## src/rtl/rv_pipe_pkg.sv

```systemverilog
// Shared pipeline types and constants.
// Fetch entries carry the instruction word and its byte address.
package rv_pipe_pkg;

  localparam int XLEN = 64;
  localparam int ILEN = 32;

  localparam logic [ILEN-1:0] NOP_INSTR = 32'h00000013;

  typedef struct packed {
    logic [XLEN-1:0] pc;
    logic [ILEN-1:0] instr;
  } fetch_entry_t;

endpackage

```

## src/rtl/fetch_fifo.sv

```systemverilog
// Circular fetch buffer between instruction memory and decode.
// Flush empties it in one cycle; push/pop may coincide.
module fetch_fifo
  import rv_pipe_pkg::*;
#(
  parameter int DEPTH = 4
) (
  input  logic         clk,
  input  logic         reset,
  input  logic         push,
  input  fetch_entry_t push_entry,
  input  logic         pop,
  input  logic         flush,
  output fetch_entry_t head,
  output logic [3:0]   count
);

  localparam int PW = $clog2(DEPTH);

  fetch_entry_t  mem_q [DEPTH];
  fetch_entry_t  mem_d [DEPTH];
  logic [PW-1:0] head_q, head_d;
  logic [PW-1:0] tail_q, tail_d;
  logic [3:0]    count_q, count_d;

  function automatic logic [PW-1:0] ptr_inc(
    input logic [PW-1:0] p
  );
    return (p == PW'(DEPTH - 1)) ? '0 : p + PW'(1);
  endfunction

  always_comb begin
    mem_d   = mem_q;
    head_d  = head_q;
    tail_d  = tail_q;
    count_d = count_q;
    if (flush) begin
      head_d  = '0;
      tail_d  = '0;
      count_d = '0;
    end else begin
      if (push) begin
        mem_d[tail_q] = push_entry;
        tail_d        = ptr_inc(tail_q);
      end
      if (pop) begin
        head_d = ptr_inc(head_q);
      end
      count_d = count_q + 4'(push) - 4'(pop);
    end
  end

  always_ff @(posedge clk) begin
    if (!reset) begin
      head_q  <= '0;
      tail_q  <= '0;
      count_q <= '0;
    end else begin
      head_q  <= head_d;
      tail_q  <= tail_d;
      count_q <= count_d;
    end
  end

  // Storage needs no reset: count gates every read.
  always_ff @(posedge clk) begin
    mem_q <= mem_d;
  end

  assign head  = mem_q[head_q];
  assign count = count_q;

  a_no_overflow: assert property (
    @(posedge clk) disable iff (!reset)
    !(push && !flush && count_q == 4'(DEPTH))
  );

endmodule

```

## src/rtl/instr_fetch_stage.sv

```systemverilog
// Fetch stage: PC and credit-based request issue into fetch_fifo.
// Redirect flushes the buffer and drops the outstanding response.
module instr_fetch_stage
  import rv_pipe_pkg::*;
#(
  parameter int              DEPTH    = 4,
  parameter logic [XLEN-1:0] RESET_PC = '0
) (
  input  logic            clk,
  input  logic            reset,
  output logic            imem_req,
  output logic [XLEN-1:0] imem_addr,
  input  logic [ILEN-1:0] imem_rdata,
  input  logic            redirect,
  input  logic [XLEN-1:0] redirect_pc,
  output logic            id_valid,
  input  logic            id_ready,
  output logic [ILEN-1:0] id_instr,
  output logic [XLEN-1:0] id_pc,
  output logic [3:0]      buf_count
);

  logic [XLEN-1:0] pc_q, pc_d;
  logic [XLEN-1:0] infl_pc_q, infl_pc_d;
  logic            infl_q, infl_d;

  logic            push, pop;
  fetch_entry_t    push_entry;
  fetch_entry_t    head;
  logic [3:0]      count;

  always_comb begin
    imem_req   = reset && !redirect &&
                 (count + {3'b000, infl_q} < 4'(DEPTH));
    push       = reset && infl_q && !redirect;
    push_entry = '{pc: infl_pc_q, instr: imem_rdata};
    id_valid   = reset && (count != 4'd0);
    pop        = id_valid && id_ready && !redirect;
    id_instr   = reset ? head.instr : NOP_INSTR;
    id_pc      = reset ? head.pc : RESET_PC;
    imem_addr  = pc_q;
    buf_count  = count;
  end

  always_comb begin
    pc_d      = pc_q;
    infl_d    = imem_req;
    infl_pc_d = pc_q;
    if (redirect) begin
      pc_d = redirect_pc & ~XLEN'(3);
    end else if (imem_req) begin
      pc_d = pc_q + XLEN'(4);
    end
  end

  always_ff @(posedge clk) begin
    if (!reset) begin
      pc_q      <= RESET_PC;
      infl_q    <= 1'b0;
      infl_pc_q <= RESET_PC;
    end else begin
      pc_q      <= pc_d;
      infl_q    <= infl_d;
      infl_pc_q <= infl_pc_d;
    end
  end

  fetch_fifo #(
    .DEPTH(DEPTH)
  ) u_fifo (
    .clk       (clk),
    .reset     (reset),
    .push      (push),
    .push_entry(push_entry),
    .pop       (pop),
    .flush     (redirect),
    .head      (head),
    .count     (count)
  );

endmodule

```

## config.mk

```make
export PLATFORM = sky130hd
export DESIGN_NAME = instr_fetch_stage
export DESIGN_NICKNAME = d
export VERILOG_FILES = /design/src/rtl/rv_pipe_pkg.sv /design/src/rtl/fetch_fifo.sv /design/src/rtl/instr_fetch_stage.sv
export SDC_FILE = /design/constraint.sdc
export NUM_CORES = 1
export LEC_CHECK = 0
export CAP_MARGIN = 20
export CORE_ASPECT_RATIO = 0.9
export CORE_MARGIN = 2
export CORE_UTILIZATION = 35
export CTS_CLUSTER_DIAMETER = 150
export DETAILED_ROUTE_END_ITERATION = 8
export GPL_TIMING_DRIVEN = 0
export SYNTH_ARGS = -nofsm -noshare
export SYNTH_HDL_FRONTEND = slang
export SYNTH_SLANG_ARGS = --single-unit
export TNS_END_PERCENT = 20
```

## constraint.sdc

```tcl
create_clock -name clk -period 7.7 [get_ports clk]
set_input_delay 1.54 -clock clk [delete_from_list [all_inputs] [get_ports clk]]
set_output_delay 1.54 -clock clk [all_outputs]
set_load 0.01 [all_outputs]
```

# ---- After elaboration in Yosys (flattened, before gate mapping)
# Cells that the tools add are included.
dict set report word_totals {
  reg_bits 521
  output_inout_bits 166
}
dict set report classes {
  add_sub_neg 6
  n_lt_le_gt_ge 4
  n_eq_ne 2
  n_mux 12
  bitwise 4
  reduce_logical 13
}
# operator n
set ops {}
lappend ops {{$bwmux W384} 1}
lappend ops {{$mux W96} 3}
lappend ops {{$bmux W96 S2} 1}
lappend ops {{$demux W96 S2} 1}
lappend ops {{$mux W64} 3}
lappend ops {{$add A64 B3 Y64 const B} 1}
lappend ops {{$mux W32} 1}
lappend ops {{$add A4 B1 Y4} 2}
lappend ops {{$logic_and A1 B1 Y1} 8}
lappend ops {{$ge A3 B3 Y1 const B} 2}
lappend ops {{$not A2 Y3} 2}
lappend ops {{$add A2 B1 Y2 const B} 2}
lappend ops {{$eq A2 B2 Y1 const B} 2}
lappend ops {{$lt A4 B3 Y1 const B} 1}
lappend ops {{$mux W2} 2}
lappend ops {{$reduce_bool A4 Y1} 1}
lappend ops {{$sub A4 B1 Y4} 1}
lappend ops {{$lt A3 B1 Y1 const B} 1}
lappend ops {{$not A1 Y1} 2}
lappend ops {{$reduce_and A2 Y1} 1}
lappend ops {{$reduce_bool A2 Y1} 1}
lappend ops {{$reduce_or A2 Y1} 1}
lappend ops {{$logic_not A1 Y1} 1}

# ---- Depth between registers and ports, before layout
# Gate-level depths: netlist (run 1).
dict set report depth {
  ltp_word 6
  depth_mapped 12
  mapped_depth_nobuf 12
}

# ---- Cells and area by module
# A second synthesis (run 1) with hierarchy kept.
dict set report unflattened {
  cells_unflattened 1347
  hier_area_um2 20754.9
}
# module instances cells_per_inst area_each_um2
set modules_own_cells {}
lappend modules_own_cells {fetch_fifo 1 556 14336.2}
lappend modules_own_cells {instr_fetch_stage 1 791 6418.7}

# ---- Worst setup path after synthesis (run 1)
# No wires, ideal clock.
dict set report synth_timing {
  path_type {input -> register}
  from {in redirect}
  to {reg u_fifo.mem_q[0] (netlist name) (enable)}
  setup_ns 0.463
  arrival_ns 4.357
  path_slack_ns 2.880
  path_stages 4
  n_path_buf 1
  cell_sequence {nand2b_1 clkbuf_1 nor2_1 and2_1}
}
dict set report synth_between {
  elab_chain_len 3
}
# item line
set synth_lines {}
lappend synth_lines {{from (decl)} instr_fetch_stage.sv:14} ;# input logic redirect,
lappend synth_lines {{$logic_not A1 Y1} instr_fetch_stage.sv:35} ;# push = reset && infl_q && !redirect;
lappend synth_lines {{$logic_and A1 B1 Y1} instr_fetch_stage.sv:35}
lappend synth_lines {{net push} instr_fetch_stage.sv:27} ;# logic push, pop;
lappend synth_lines {{$reduce_and A2 Y1 (no source line)} -}
lappend synth_lines {{to (signal assigned)} fetch_fifo.sv:67} ;# mem_q <= mem_d;
lappend synth_lines {{to (decl)} fetch_fifo.sv:20} ;# fetch_entry_t mem_q [DEPTH];
# The timed path passes the listed nets, and every way through them passes these cells.
# A chain may end at the register's enable or synchronous reset.

# ---- Worst setup path after layout (run 1)
dict set report layout_timing {
  from {in reset}
  to {out id_pc[58]}
}
dict set report layout_between {
  elab_chain_len 1
}
# item line
set layout_lines {}
lappend layout_lines {{from (decl)} instr_fetch_stage.sv:10} ;# input logic reset,
lappend layout_lines {{$mux W64} instr_fetch_stage.sv:40} ;# id_pc = reset ? head.pc : RESET_PC;
lappend layout_lines {{to (decl)} instr_fetch_stage.sv:19} ;# output logic [XLEN-1:0] id_pc,
# Every way passes these cells.

==> results.py, run 1 <==
metrics = {
    "outcome": {
        "outcome": "completed",
    },
    "layout": {
        "syn_to_final_growth_pct": 26.46,
        "design_area_sq_um": 25820,
        "drive_gt1_share_pct": 13.41,
        "nets": 1739,
        "final_cells": 2438,
    },
    "worst_setup_path": {
        "crit_type": "primary input to output port",
        "crit_fanout": 10,
        "worstSetupStartpointType": "primary input",
        "arrival_ps": 5130,
        "worstSetupEndpointType": "output port",
        "crit_required_ps": 6160,
    },
    "pwr": {
        "combPwrFrac_pct": 5.8,
        "internal_power_mw": 4.545,
        "power_switching_mw": 1.263,
        "p_leak_nw": 8.273,
        "p_total_mw": 5.808,
        "irDropWorstVdd_mv": 0.1609,
        "power_density_nw_per_um2": 224.9,
        "seqPwrFrac_pct": 52.7,
        "swShare_pct": 21.75,
        "p_clk_share_pct": 41.5,
    },
    "cts": {
        "cts_buffer_depth": 3,
        "numCtsBuffers": 53,
        "cts_tree": "built",
        "root_buffer": "clkbuf_16",
        "insertion_delay_ps": 600,
        "cts_resized": 0,
        "clock_sinks": 509,
        "htree_levels": 2,
        "postCtsSetupBuffers": 0,
        "cts_hold_buf": 0,
        "clk_pin_slew_worst_paths_ps": 60,
    },
    "place": {
        "preCtsSetupSlack_ps": 1056,
        "dp_hpwl_mm": 40.54,
        "placed_cell_area_sq_um": 24170,
        "gp_congestion": 0.9319,
        "dp.cells": 2336,
        "portBuffers": 259,
    },
    "sta": {
        "worstMarginPinSlew_ps": 1120,
        "final.period_utilization_pct": 86.64,
        "min_period_ps": 6672,
        "rsz0062_at_grt": "false",
        "setup_viol": 0,
        "layout_setup_ws_ps": 1028,
        "timing.hold.ws_ps": 474.3,
        "slew_viol_final": 0,
        "slew_headroom_pct": 25.35,
        "max_freq_mhz": 149.9,
        "finalHoldViolCount": 0,
        "finClkSkew_ps": 13.85,
    },
    "yosys": {
        "yosys.area.top_type": "edfxtp_1",
        "syn_area_sq_um": 20420,
        "yosysWarnings": 0,
        "synthDistinctLibCells": 71,
        "syn_inst": 1301,
        "synth_area_leaders": "edfxtp_1 55%, dfxtp_1 13%, mux4_2 10%, and2_1 4.8%, o21ai_0 1.3%",
        "synth_edf_count": 376,
        "avgSynthCellArea_sq_um": 15.69,
        "synth_flop_cell": "edfxtp_1",
        "synth.ff_latch_count": 509,
        "ys_seq_area_share_pct": 68.34,
        "async_flop_share_pct": 0,
        "synth.top_cell.area_share_pct": 55.30,
    },
    "global_route": {
        "overflow": 0,
        "grt_pass1_vias": 12940,
        "grt_pass1_wl_mm": 84.58,
        "antenna_found_initial": 3,
        "grt_max_degree": 44,
        "grt_usage_pct": 19.05,
    },
    "drt": {
        "dr_wl_met3_mm": 4.715,
        "ant_nets": 0,
        "routed_via_density": 5.243,
        "met1_length_mm": 25.26,
        "post-route-drc-count": 0,
        "drt-total-wl_mm": 57.52,
        "drt-pass1-iter-count": 5,
        "dr.max_layer_used": "met5",
        "drt-initial-drc-count": 1195,
        "vias": 12780,
        "wl_met2_mm": 26.08,
        "wl_per_cell_um": 23.59,
    },
    "floorplan": {
        "die_y_um": 233.1,
        "io_pins": 266,
        "fp.dieArea_sq_um": 60290,
        "start_util_pct": 35.62,
        "rows": 83,
        "core_region_area_sq_um": 57330,
        "dieWidth_um": 258.6,
    },
    "hold_path": {
        "hp-class": "flop to flop",
    },
    "flow_run": {
        "max_cap_violations": 0,
    },
}
==> cell usage after synthesis, drive strengths merged (15+ instances only) <==
| library cell | count |
|---|---|
| edfxtp | 376 |
| nand4 | 28 |
| xnor2 | 21 |
| or3 | 15 |
| nor3 | 18 |
| a21oi | 38 |
| inv | 19 |
| nand3 | 25 |
| mux4 | 94 |
| o21ai | 59 |
| buf | 31 |
| dfxtp | 133 |
| nand2 | 45 |
| nor2 | 27 |
| a31oi | 23 |
| and4 | 15 |
| clkbuf | 49 |
| and2 | 157 |
==> kinds of logic after synthesis <==
logic type	count (synthesis)	share of synthesized area [%]
simple gates	373	11.06
compound gates	182	5.951
other cells	1	0.01837
fa+ha+maj	13	0.8334
flops	509	68.34
mux	98	10.57
buf+inv	99	2.108
xor+xnor	26	1.115
==> layout make-up <==
type / count / area, sq um
antenna: 2 / 5.005
clock inverter: 21 / 137.6
clock buffer: 79 / 1506
inverter: 19 / 71.32
buffer: 80 / 359.1
tap: 765 / 957.2
multi-input combinational: 696 / 6055
fill: 5145 / 31510
timing repair buffer: 267 / 2775
sequential: 509 / 13950
==> final timing paths <==
kind | depth (start not counted) | slack [ps] | end | start
max reg2reg | 7 | 4780 | imem_addr[43]$_SDFFE_PN0P_ | u_fifo.count[1]$_SDFF_PN0_
min reg2reg | 0 | 470 | u_fifo.mem_q[362]$_DFFE_PP_ | infl_pc_q[42]$_SDFF_PN0_
min | 0 | 470 | u_fifo.mem_q[362]$_DFFE_PP_ | infl_pc_q[42]$_SDFF_PN0_
max | 6 | 1030 | id_pc[58] | reset
==> metrics by stage <==
stage | util [%] | TNS, ps
2_1_floorplan | - | 0
3_3_place_gp | 41.83 | -42470
3_5_place_dp | 42.16 | 0
4_1_cts | 45.03 | 0
5_1_grt | 45.04 | 0
6_report | 45.04 | 0
==> state kept, by name (all words and copies together), names as in the netlist <==
signal / flops
imem_addr: 62
infl_pc_q: 62
infl_q: 1
u_fifo.count: 4
u_fifo.head_q: 2
u_fifo.mem_q: 376
u_fifo.tail_q: 2
==> power by group through the flow <==
stage	logic (mW)	registers [mW]	clock network, mW
floorplan	0.121	3.10	0
detailed placement	0.337	3.12	0
global placement	0.333	3.11	0
finish	0.336	3.06	2.41
global route	0.361	3.07	2.58
CTS	0.339	3.06	2.47
==> critical path, cell delays in order <==
cell             delay [ps]
clkdlybuf4s50_1         690
clkbuf_1                630
clkbuf_1                890
clkbuf_1                500
and2_1                  300
clkdlybuf4s50_1         570
==> cell usage in the layout (no fill, tap or decap), types with 6 or more instances in the layout <==
cell and n:
nor3_1 17, a211oi_1 11, or3_1 15, edfxtp_1 376, buf_4 8, or4_1 14
a31oi_1 23, and4_1 15, xnor2_1 21, o21ai_0 52, nand4_1 26, clkinv_1 8
clkbuf_1 69, mux4_2 94, o21ai_1 7, clkinv_2 6, dfxtp_1 133, a21oi_1 38
nor2_1 27, and2_1 153, nor4_1 6, buf_2 17, nand3_1 25, inv_1 19
o31ai_1 10, clkbuf_16 55, ha_1 12, clkdlybuf4s50_1 259, nand2_1 45
==> per-layer routing <==
metal	global-route usage, %	vias up
met2	29.27	499
met5	0	-
li1	-	5738
met4	6.087	2
met1	26.44	6452
met3	4.905	92
(Power assumes the default switching activity.)
==> run 2: changes to the inputs <==
CORE_UTILIZATION = 55   (was 35)
PLACE_DENSITY = 0.8   (was default)
==> run 2 against run 1 <==
Highest routed layer unchanged. Count of clock-buffer cells in the layout down 10. Critical path depth increased by 1. Via count grew 0.89%. Design area shrank 1.4%. Core utilization increased by 25 points. Critical endpoint is now id_pc[16]. Register-to-register slack improved by 110 ps. Largest cell class unchanged. Non-clock buffer count decreased by 3. Global-route usage grew 7.5 points.
==> results.py, run 2 (same netlist as run 1, synthesis figures left out) <==
metrics = {
    "cts": {
        "cts_tree": "built",
        "cts_buffer_depth": 3,
        "cts_hold_buf": 0,
        "htree_levels": 2,
        "clk_pin_slew_worst_paths_ps": 60,
        "clock_sinks": 509,
        "cts_resized": 0,
        "insertion_delay_ps": 560,
        "numCtsBuffers": 49,
        "root_buffer": "clkbuf_16",
        "postCtsSetupBuffers": 0,
    },
    "sta": {
        "setup_viol": 0,
        "rsz0062_at_grt": "false",
        "max_freq_mhz": 159.0,
        "slew_headroom_pct": 32.23,
        "fin_setup_tns_ps": 0,
        "worstMarginPinSlew_ps": 1012,
        "min_period_ps": 6290,
        "finalHoldViolCount": 0,
        "slew_viol_final": 0,
        "final.period_utilization_pct": 81.68,
        "finClkSkew_ps": 10.47,
    },
    "layout": {
        "final_cells": 2136,
        "syn_to_final_growth_pct": 24.68,
        "final_cell_mix": "376 x edfxtp_1, 259 x clkdlybuf4s50_1, 153 x and2_1",
        "final_common_cell": "edfxtp_1",
        "drive_gt1_share_pct": 13.43,
        "max_flop_register": "u_fifo.mem_q",
        "largest_reg_flops": 376,
        "nets": 1732,
        "antenna_cells": 0,
    },
    "global_route": {
        "grt_pass1_wl_mm": 77.99,
        "grt_pass1_vias": 12890,
        "grt_usage_pct": 26.60,
        "overflow": 0,
        "antenna_found_initial": 2,
        "grt_max_degree": 59,
    },
    "drt": {
        "drt-initial-drc-count": 1105,
        "routed_via_density": 6.038,
        "drt-total-wl_mm": 51.97,
        "wl_per_cell_um": 24.33,
        "met1_length_mm": 21.31,
        "ant_nets": 0,
        "vias": 12900,
        "dr.max_layer_used": "met5",
        "wl_met2_mm": 24.18,
        "dr_wl_met3_mm": 4.317,
        "drt-pass1-iter-count": 7,
        "post-route-drc-count": 0,
    },
    "place": {
        "gp_congestion": 0.9208,
        "dp_hpwl_mm": 35.08,
        "dp.cells": 2043,
        "portBuffers": 259,
    },
    "worst_setup_path": {
        "crit_required_ps": 6160,
        "cp_slowest_cell": "clkdlybuf4s50_1",
        "worstSetupStartpointType": "primary input",
        "worstSetupEndpointType": "output port",
        "crit_top_cell": "clkbuf_1",
        "crit_chain": "clkdlybuf4s50_1 > clkbuf_1 > clkbuf_1 > buf_6 > clkbuf_1 > and2_1 > clkdlybuf4s50_1",
        "r2r_start": "u_fifo.count[1]$_SDFF_PN0_",
        "crit_path_start": "reset",
        "max_stage_delay_ps": 710,
        "crit_fanout": 10,
        "crit_type": "primary input to output port",
        "arrival_ps": 4750,
    },
    "floorplan": {
        "rows": 66,
        "dieWidth_um": 207.1,
        "start_util_pct": 56.19,
        "die_y_um": 186.8,
        "fp.dieArea_sq_um": 38680,
        "io_pins": 266,
        "core_region_area_sq_um": 36330,
    },
    "hold_path": {
        "hold_start": "infl_pc_q[59]$_SDFF_PN0_",
        "hp-class": "flop to flop",
    },
    "pwr": {
        "irDropWorstVdd_mv": 0.2147,
        "power_density_nw_per_um2": 231.5,
        "p_leak_nw": 8.285,
        "p_total_mw": 5.894,
    },
    "flow_run": {
        "max_cap_violations": 0,
    },
    "outcome": {
        "outcome": "completed",
    },
}
run 2: changes by cell type in the layout (fill, tap and decap cells not counted), sizes merged:
cell	change
clkinv	-4
bufinv	+7
buf	-3
clkbuf	-10
clkinvlp	-1
diode	-2
run 2: worst max-delay path, delay by kind of cell:
kind,cells,cell delay [ps]
buffers and inverters,6,3010
and+or+nand+nor,1,190
run 2: final cells by class:
cell class | instances | area [sq um]
flip-flops and latches | 509 | 13950
fillers | 2434 | 10880
multi-input cells | 696 | 6055
repair buffers | 264 | 2714
clock buffers | 69 | 1384
well taps | 476 | 595.6
plain buffers | 80 | 359.1
clock inverters | 23 | 325.3
inverters | 19 | 71.32
run 2: routing by layer:
layer | track usage, % | vias to the layer above
li1 | - | 5712
met1 | 36.78 | 6410
met2 | 41.18 | 629
met3 | 6.160 | 142
met4 | 10.82 | 4
met5 | 0 | -
run 2: through the flow:
stage / worst slack (ps) / hold WS, ps / cell area [sq um] / utilization, %
final: 1410 / 470.5 / 25460 / 70.06
after global routing: 1246 / 488.7 / 25460 / 70.06
after CTS: 1124 / 469.9 / 25450 / 70.03
after detailed placement: 1122 / 456.2 / 23740 / 65.33
after global placement: 231.8 / 447.7 / 23620 / 65.00
after floorplan: 2880 / 438.3 / 20430 / -
run 2: worst paths after layout:
check | end | slack, ps | depth (start not counted)
worst max-delay path | id_pc[16] | 1410 | 7
worst min-delay path | u_fifo.mem_q[379]$_DFFE_PP_ | 470 | 0
worst max register to register | imem_addr[59]$_SDFFE_PN0P_ | 4890 | 7
worst min register to register | u_fifo.mem_q[379]$_DFFE_PP_ | 470 | 0
run 2: where the power goes:
part | internal [mW] | leakage (nW) | switching (mW) | total (mW)
Clock | 1.53 | 0.834 | 0.986 | 2.51
Sequential | 2.99 | 4.54 | 0.0675 | 3.05
Combinational | 0.171 | 2.91 | 0.156 | 0.327
Total | 4.68 | 8.29 | 1.21 | 5.89
==> run 3: changes to the inputs <==
clock period = 6.6 ns   (was 7.7 ns; I/O delays follow)
==> results of run 3 <==
The final DEF is identical to that of run 2. Status: completed.
Among the figures that moved: setup slack after placement 1122 ps -> 461.9 ps; setup slack after layout 1410 ps -> 750.4 ps; register-to-register setup slack 4890 ps -> 3790 ps; total power 5.894 mW -> 6.876 mW; worst IR drop on VDD 0.2147 mV -> 0.2505 mV
